[config.mk]
export PLATFORM = sky130hd
export DESIGN_NAME = std_dffpipe_sr
export DESIGN_NICKNAME = d
export VERILOG_FILES = /design/src/rtl/std_dffpipe_sr.sv
export SDC_FILE = /design/constraint.sdc
export NUM_CORES = 1
export LEC_CHECK = 0
export ABC_AREA = 0
export CAP_MARGIN = 0
export CORE_AREA = 2 2 39 41
export CTS_BUF_LIST = sky130_fd_sc_hd__clkbuf_4
export DETAILED_ROUTE_END_ITERATION = 8
export DIE_AREA = 0 0 41 43
export PLACE_DENSITY_LB_ADDON = 0.1
export SYNTH_ARGS = -nofsm -noshare
export SYNTH_HDL_FRONTEND = slang
export SYNTH_SLANG_ARGS = --single-unit
[constraint.sdc]
create_clock -name clk -period 2.9 [get_ports clk]
set_input_delay 0.58 -clock clk [delete_from_list [all_inputs] [get_ports clk]]
set_output_delay 0.58 -clock clk [all_outputs]
set_load 0.05 [all_outputs]
[src/rtl/std_dffpipe_sr.sv]
// DEPTH-stage register pipeline with valid/ready handshake, flush and occupancy count.
// Stalls propagate backward through a capacity chain, so bubbles collapse and idle stages keep accepting.
module std_dffpipe_sr #(
    parameter int                   DFF_WIDTH       = 1,
    parameter int                   DEPTH           = 2,
    parameter logic [DFF_WIDTH-1:0] DFF_RESET_VALUE = '0,
    parameter int                   CNT_WIDTH       = $clog2(DEPTH + 1)
) (
    input  logic                 clk,
    input  logic                 reset,
    input  logic                 flush,
    input  logic                 in_valid,
    output logic                 in_ready,
    input  logic [DFF_WIDTH-1:0] in_data,
    output logic                 out_valid,
    input  logic                 out_ready,
    output logic [DFF_WIDTH-1:0] out_data,
    output logic [CNT_WIDTH-1:0] count
);

    logic [DEPTH:0]         cap;
    logic [DEPTH-1:0]       v_all;
    logic [DFF_WIDTH-1:0]   d_all [DEPTH];
    logic                   accept;

    // cap[i]: stage i can take a word this cycle, either because it is empty
    // or because everything ahead of it is moving.
    always_comb begin
        cap        = '0;
        cap[DEPTH] = out_ready;
        for (int i = DEPTH - 1; i >= 0; i--) begin
            cap[i] = ~v_all[i] | cap[i+1];
        end
    end

    assign in_ready  = cap[0] & ~flush & ~reset;
    assign accept    = in_valid & in_ready;
    assign out_valid = v_all[DEPTH-1];
    assign out_data  = d_all[DEPTH-1];

    generate
        for (genvar gi = 0; gi < DEPTH; gi++) begin : g_stage
            logic                 src_valid;
            logic [DFF_WIDTH-1:0] src_data;
            logic                 v_reg;
            logic [DFF_WIDTH-1:0] d_reg;

            if (gi == 0) begin : g_head
                assign src_valid = accept;
                assign src_data  = in_data;
            end else begin : g_body
                assign src_valid = v_all[gi-1];
                assign src_data  = d_all[gi-1];
            end

            // Data only moves with a valid word, so a draining stage keeps its stale value.
            always_ff @(posedge clk) begin
                if (reset) begin
                    v_reg <= 1'b0;
                    d_reg <= DFF_RESET_VALUE;
                end else if (flush) begin
                    v_reg <= 1'b0;
                end else if (cap[gi]) begin
                    v_reg <= src_valid;
                    if (src_valid) begin
                        d_reg <= src_data;
                    end
                end
            end

            assign v_all[gi] = v_reg;
            assign d_all[gi] = d_reg;
        end
    endgenerate

    always_comb begin
        count = '0;
        for (int i = 0; i < DEPTH; i++) begin
            count = count + CNT_WIDTH'(v_all[i]);
        end
    end

endmodule

* After elaboration in Yosys (flattened, before gate mapping)
Index checks and enable logic that the tools add are counted.
** Storage, ports and cells
- Register bits after elaboration :: 4
- Word-level logic and storage cells :: 17
- Bits of input ports :: 6
- Latch bits :: 0
- Memories kept :: 0
- Output and inout bits :: 5
- ROM bits :: 0
- Bits in writable memories :: 0
** Operators by class
- Equal/unequal tests :: 0
- Multiply operators :: 0
- Divide/modulo/power cells :: 0
- Reduce and logical (&&, ||, !) cells :: 3
- Add/subtract/negate cells :: 1
- Muxes and demuxes :: 0
- Shifts and indexed selects :: 0
- $lt $le $gt $ge :: 0
- Bitwise logic cells :: 9
** Operator list (number)
- AND reduction 3 bit :: 2
- NOT 1 bit :: 4
- AND 1 bit :: 3
- adder 1 x 1 -> 2 bit :: 1
- OR 1 bit :: 2
- OR reduction 2 bit :: 1

* Longest topological paths before layout
Gate-level depths: netlist of the first run.
- Word-level depth :: 7
- Gate-level depth with buffers :: 3
- Gate-level depth less buffers :: 3

* Least setup slack after synthesis of the first run
Ideal clock, no wire load.
- Kind :: reg-to-output
- Start :: register g_stage[1].v_reg, in the netlist out_valid
- End :: output in_ready
- Buffers on the path :: 0
- Stages on the path, launching flop included :: 3
- Slack :: 0.907 ns
- Required time :: 2.320 ns
- Arrival time :: 1.413 ns
- Cell sequence :: dfxtp_1 and3b_1 nor3_2
** On the way
- Word-level cells in the longest chain between the ends :: 5
** RTL lines
- from (decl) :: line 45 : logic v_reg;
- from (signal assigned) :: line 64 : v_reg <= src_valid;
- NOT 1 bit :: line 32 : cap[i] = ~v_all[i] | cap[i+1];
- OR 1 bit (2 in a row) :: line 32
- AND 1 bit (2 in a row) :: line 36 : assign in_ready = cap[0] & ~flush & ~reset;
- to (decl) :: line 13 : output logic in_ready,
Every way passes these cells.

* Final worst setup path of the first run
- Start :: input out_ready
- End :: output in_ready
** On the way
- Word-level cells in the longest chain between the ends :: 4
** RTL lines
- from (decl) :: line 16 : input logic out_ready,
- OR 1 bit (2 in a row) :: line 32
- AND 1 bit (2 in a row) :: line 36
Every way passes these cells.

==> metrics.txt, run 1 <==
hold slack 0.487 ns; CTS Buf Count 3; initial antenna violation count 0; via/cell ratio 3.98; reg-to-reg endpoint out_data; final non-filler cell area 348 um2; Final Hold Violating Endpoints 0; maximum vdd drop 0.124 mV; dpl cells between 40 and 50; clock root cell clkbuf_4; Setup Viol. Count Final 0; CP Class in2out; post-route insts no fill 48; H-tree depth 1; CP endpoint in_ready; max_cap viols 0; Reg clk slew, reported paths roughly 0.040 ns; CP Buf/Inv Count 2; Worst path max stage delay 0.53 ns; area grow syn2layout 78.2%; CTS tree done; crit-path max FO 3; CTS resizes 0; start of the worst register-to-register path out_valid; Synth area leader dfxtp_1; # diodes 0; Placer Congestion 0.649; FF-to-FF setup slack 1.87 ns; Crit path depth 4; post-synth top area share between 40% and 50%; Net Count, Synth 26; Reg2Reg Depth 3; largest net degree at the start of global routing 6; Tot GR Track Use under 10%; CP max-delay cell clkdlybuf4s50_1; Post-synth EDFFs 0; RSZ-0062 raised after global routing no; most frequent cell after synthesis dfxtp_1; Critical Path End Type primary output; gr ovfl total 0; worst clock skew 0.00143 ns; clock tree buffer depth 2; slew margin rel. 66.7%; Leakage Power 0.127 nW; status finished, final reports clean; fin. max-slew vios 0; CP required 2.32 ns; IO Port Bufs 10; DP Area 325 um2; # IOs 11; Synth Cell Area 195 um2; class of the worst hold path reg2reg; Die Y 43 um; P per Cell Area 442 nW/um2; Tcrit/Tclk final between 70% and 80%; Primary FF master, synth dfxtp_1; WL final approximately 480 um; Final Critical Period ~2.3 ns; Worst Path Arrival 1.72 ns; cell family with most CP delay buffers and inverters; Mapped Cells 19; asr flop ratio synth 0%; CTS sink count 4; CTS Hold Bufs 0; fmax 0.435 GHz; vias in the first global route between 200 and 250; Post-CTS Setup Inserts 0; Worst-Skew Late Latency ~0.23 ns; critical path startpoint category input port; Pwr Total 0.154 mW; first-pass GRT wire length 841 um; Die ar. about 1800 um2; commonest cells in the netlist dfxtp_1, o21a_1; Pre-antenna DRT Iters 1; synth top area cells dfxtp_1, o21a_1, nor2b_4, ha_1, nor3_2; initial core utilization 14.1%; #FFs+latches synth 4; num rows 14; worst slew pin tran 0.498 ns; DP Wirelength 384 um; CP Launch Point out_ready; routed wire length per instance between 9 and 10 um; post-route ant nets 0; Yosys cell types 15; Layout Nets 41; sequential element share of the synthesized area 41.0%; Ys Warns 0; Placeable Area around 1400 um2; Die X 41 um; Syn Area/Cell around 10 um2; critical path, cell by cell clkdlybuf4s50_1 -> and3b_1 -> nor3_2 -> buf_12; fraction of layout cells with a size suffix above 1 approximately a fifth; DRC 0; setup TNS 0 ns; DRT iter0 DRCs 0; vias ~190
## worst reg2reg max path, stage by stage (launching register included)
cell     delay (ns)
dfxtp_1        0.34
nor2b_4        0.14
or3_1          0.34
a21oi_1        0.13
## placed cells by master (no fill, tap or decap), types with 2 or more instances in the layout
master	instances
o21a_1	2
clkbuf_4	3
dfxtp_1	4
clkdlybuf4s50_1	9
## metrics by stage
stage	setup WS, ns	utilization, %
2_1_floorplan	0.907	-
3_3_place_gp	0.594	23.5
3_5_place_dp	0.589	23.5
4_1_cts	0.589	25.1
5_1_grt	0.524	25.1
6_report	0.600	25.1
## layout make-up
type | count | area [um2]
fillers | 157 | 1040
flip-flops and latches | 4 | 80.1
repair buffers | 10 | 110
multi-input cells | 14 | 111
clock buffers | 3 | 22.5
inverters | 1 | 3.75
well taps | 16 | 20.0
## power by group
| part | switching (mW) | total (mW) | internal [mW] |
|---|---|---|---|
| clock network | 0.0219 | 0.0682 | 0.0462 |
| logic | 0.0134 | 0.0272 | 0.0138 |
| registers | 0.00131 | 0.0584 | 0.0571 |
## kinds of logic (layout without fill, tap and decap cells)
group	Yosys count	in the layout	share of synthesized area [%]
DFF	4	4	41.0
adders and majority gates	1	1	6.41
AOI/OAI and AO/OA	6	6	21.8
and+or+nand+nor	7	7	28.8
buffers and inverters	1	14	1.92
## metal layers
| layer | global-route usage [%] | vias up | wire, um |
|---|---|---|---|
| met5 | 0 | - | 0 |
| met1 | 10.6 | 84 | 226 |
| met3 | 3.66 | 0 | 72 |
| met4 | 8.00 | 0 | 0 |
| li1 | - | 97 | - |
| met2 | 7.19 | 10 | 178 |
## how the worst min path moves through the flow
| stage | from | end | slack [ns] | depth (start not counted) |
|---|---|---|---|---|
| 6_report | out_data | out_data | 0.49 | 2 |
| 3_3_place_gp | out_data | out_data | 0.46 | 2 |
| 5_1_grt | out_data | out_data | 0.55 | 2 |
| 2_1_floorplan | g_stage[0].v_reg | out_valid | 0.50 | 1 |
| 4_1_cts | out_data | out_data | 0.49 | 2 |
| 3_5_place_dp | out_data | out_data | 0.49 | 2 |
No activity file was read; power rests on OpenSTA's default activity.
==> run 2: changes to the inputs <==
Clock period 2.9 ns to 2.3 ns, I/O delays scaled along.
==> run 2 against run 1 <==
Net effect: sequential share of layout area unchanged; cell count unchanged; combinational power increased by 26%; sequential power increased by 26%; flip-flop and latch count unchanged; clock power increased by 26%; wire length increased by 2.9%; first-iteration DRC count increased by 4; clock-buffer cell count unchanged; design area unchanged; register-to-register slack got worse by 0.57 ns; worst setup slack got worse by 0.41 ns.
==> metrics.txt, run 2 (synthesis gave the netlist of run 1 again) <==
most common cell after layout, fill and taps aside clkdlybuf4s50_1 (unchanged); # diodes 0 (unchanged); CTS sink count 4 (unchanged); Tot GR Track Use 7.72% (was 7.52%); CTS resizes 0 (unchanged); reg-to-reg endpoint g_stage[0].d_reg (was out_data); critical path startpoint category flip-flop (was input port); P_sw 0.0461 mW (was 0.0367 mW); DP Wirelength 381 um (was 384 um); vias 190 (was 191); slew margin rel. 66.7% (about the same); clock tree buffer depth 2 (unchanged); Die ar. 1760 um2 (unchanged); via/cell ratio 3.96 (was 3.98); Worst Path Arrival 1.65 ns (was 1.72 ns); class of the worst hold path reg2reg (unchanged); Critical Path End Type primary output (unchanged); routed wire length per instance 10.2 um (was 9.92 um); H-tree depth 1 (unchanged); worst slew pin tran 0.498 ns (about the same); gr ovfl total 0 (unchanged); Worst path max stage delay 0.79 ns (was 0.53 ns); Tcrit/Tclk final between 90% and 100%; Final Critical Period 2.11 ns; Comb pwr share 17.8% (was 17.7%); FF-to-FF setup slack 1.30 ns (was 1.87 ns); Reg2Reg Depth 3 (unchanged); register share of total power 37.9% (was 38.0%); WL final 490 um (was 476 um); fmax roughly 0.47 GHz; setup TNS 0 ns (unchanged); commonest cells after routing, fill and taps aside clkdlybuf4s50_1, dfxtp_1, clkbuf_4 (unchanged); Crit path depth 2 (was 4); RSZ-0062 raised after global routing no (unchanged); switching power share of the total 23.8% (was 23.9%); Detail Route met2 WL 153 um (was 178 um); vias in the first global route 197 (was 210); Die Y 43 um (unchanged); status finished, final reports clean (unchanged); fin. max-slew vios 0 (unchanged); initial core utilization 14.1% (unchanged); Final Hold Violating Endpoints 0 (unchanged); DRC 0 (unchanged); P per Cell Area 557 nW/um2 (was 442 nW/um2); Placer Congestion 0.649 (about the same); DRT iter0 DRCs 4 (was 0); maximum vdd drop 0.166 mV (was 0.124 mV); CP required 1.84 ns (was 2.32 ns); P_int 0.148 mW (was 0.117 mW); Leakage Power 0.127 nW (unchanged); start of the worst register-to-register path out_valid (unchanged); crit-path max FO 5 (was 3); Pre-antenna DRT Iters 2 (was 1); CTS Buf Count 3 (unchanged); first-pass GRT wire length 814 um (was 841 um); CTS tree done (unchanged); Placeable Area 1380 um2 (unchanged); Setup Viol. Count Final 0 (unchanged); Layout Nets 41 (unchanged); Reg clk slew, reported paths 0.04 ns (about the same); CP Launch Point out_valid (was out_ready); max_cap viols 0 (unchanged); WL met1 263 um (was 226 um); # fillers 151 (was 157); Clock Power Share 44.3% (about the same); initial antenna violation count 0 (unchanged); hold slack 0.479 ns (was 0.487 ns); Die X 41 um (unchanged); CP Buf/Inv Count 1 (was 2); CTS Hold Bufs 0 (unchanged); fraction of layout cells with a size suffix above 1 18.8% (unchanged); IO Port Bufs 10 (unchanged); area grow syn2layout 78.2% (unchanged); Post-CTS Setup Inserts 0 (unchanged); post-route ant nets 0 (unchanged); top layer in use met4 (was met3); worst clock skew 0.00284 ns (was 0.00143 ns); largest net degree at the start of global routing 6 (unchanged); CP Class reg2out (was in2out); CP max-delay cell clkdlybuf4s50_1 (unchanged); routed wl met3 63 um (was 72 um); critical path, cell by cell ha_1 -> clkdlybuf4s50_1 (was clkdlybuf4s50_1 -> and3b_1 -> nor3_2 -> buf_12); clock root cell clkbuf_4 (unchanged); cell family with most CP delay buffers and inverters (unchanged); Worst-Skew Late Latency 0.23 ns (about the same); CP endpoint count[0] (was in_ready); # IOs 11 (unchanged); num rows 14 (unchanged)
## run 2: cell counts in the layout (fill, tap and decap cells not counted)
No cell type changed its count.
## run 2: stage by stage
step | instance area [um2] | worst slack, ns | utilization, % | std cells | power (mW)
6_report | 348 | 0.194 | 25.1 | 48 | 0.194
5_1_grt | 348 | 0.130 | 25.1 | 48 | 0.206
4_1_cts | 348 | 0.175 | 25.1 | 48 | 0.200
3_5_place_dp | 325 | 0.228 | 23.5 | 45 | 0.109
3_3_place_gp | 325 | 0.237 | 23.5 | 45 | 0.109
2_1_floorplan | 195 | 0.427 | - | 19 | 0.0901
## run 2: tightest hold or removal path, stage by stage (launching register included)
cell and delay, ns:
dfxtp_1 0.30, o21ai_0 0.07, a21oi_1 0.06
## run 2: layout make-up
class,count,area [um2],area share [%]
clock buffer,3,22.5,6.47
inverter,1,3.75,1.08
multi-input combinational,14,111,32.0
sequential,4,80.1,23.0
tap,16,20.0,5.76
timing repair buffer,10,110,31.7
## run 2: metal layers
layer	track usage, %	up-vias
met2	6.56	10
li1	-	99
met4	10.0	0
met3	5.24	2
met5	0	-
met1	9.94	79
## run 2: worst min-delay path by stage
| stage | start | end | depth (start not counted) |
|---|---|---|---|
| after floorplan | g_stage[0].v_reg | out_valid | 1 |
| after CTS | out_data | out_data | 2 |
| after global placement | out_data | out_data | 2 |
| after global routing | out_data | out_data | 2 |
| after detailed placement | out_data | out_data | 2 |
| final | out_data | out_data | 2 |
## run 2: power groups by stage
| stage | registers (mW) | clock network (mW) | logic [mW] |
|---|---|---|---|
| 3_5_place_dp | 0.0746 | 0 | 0.0346 |
| 6_report | 0.0735 | 0.0858 | 0.0344 |
| 3_3_place_gp | 0.0746 | 0 | 0.0348 |
| 5_1_grt | 0.0737 | 0.0956 | 0.0366 |
| 2_1_floorplan | 0.0758 | 0 | 0.0142 |
| 4_1_cts | 0.0735 | 0.0913 | 0.0348 |
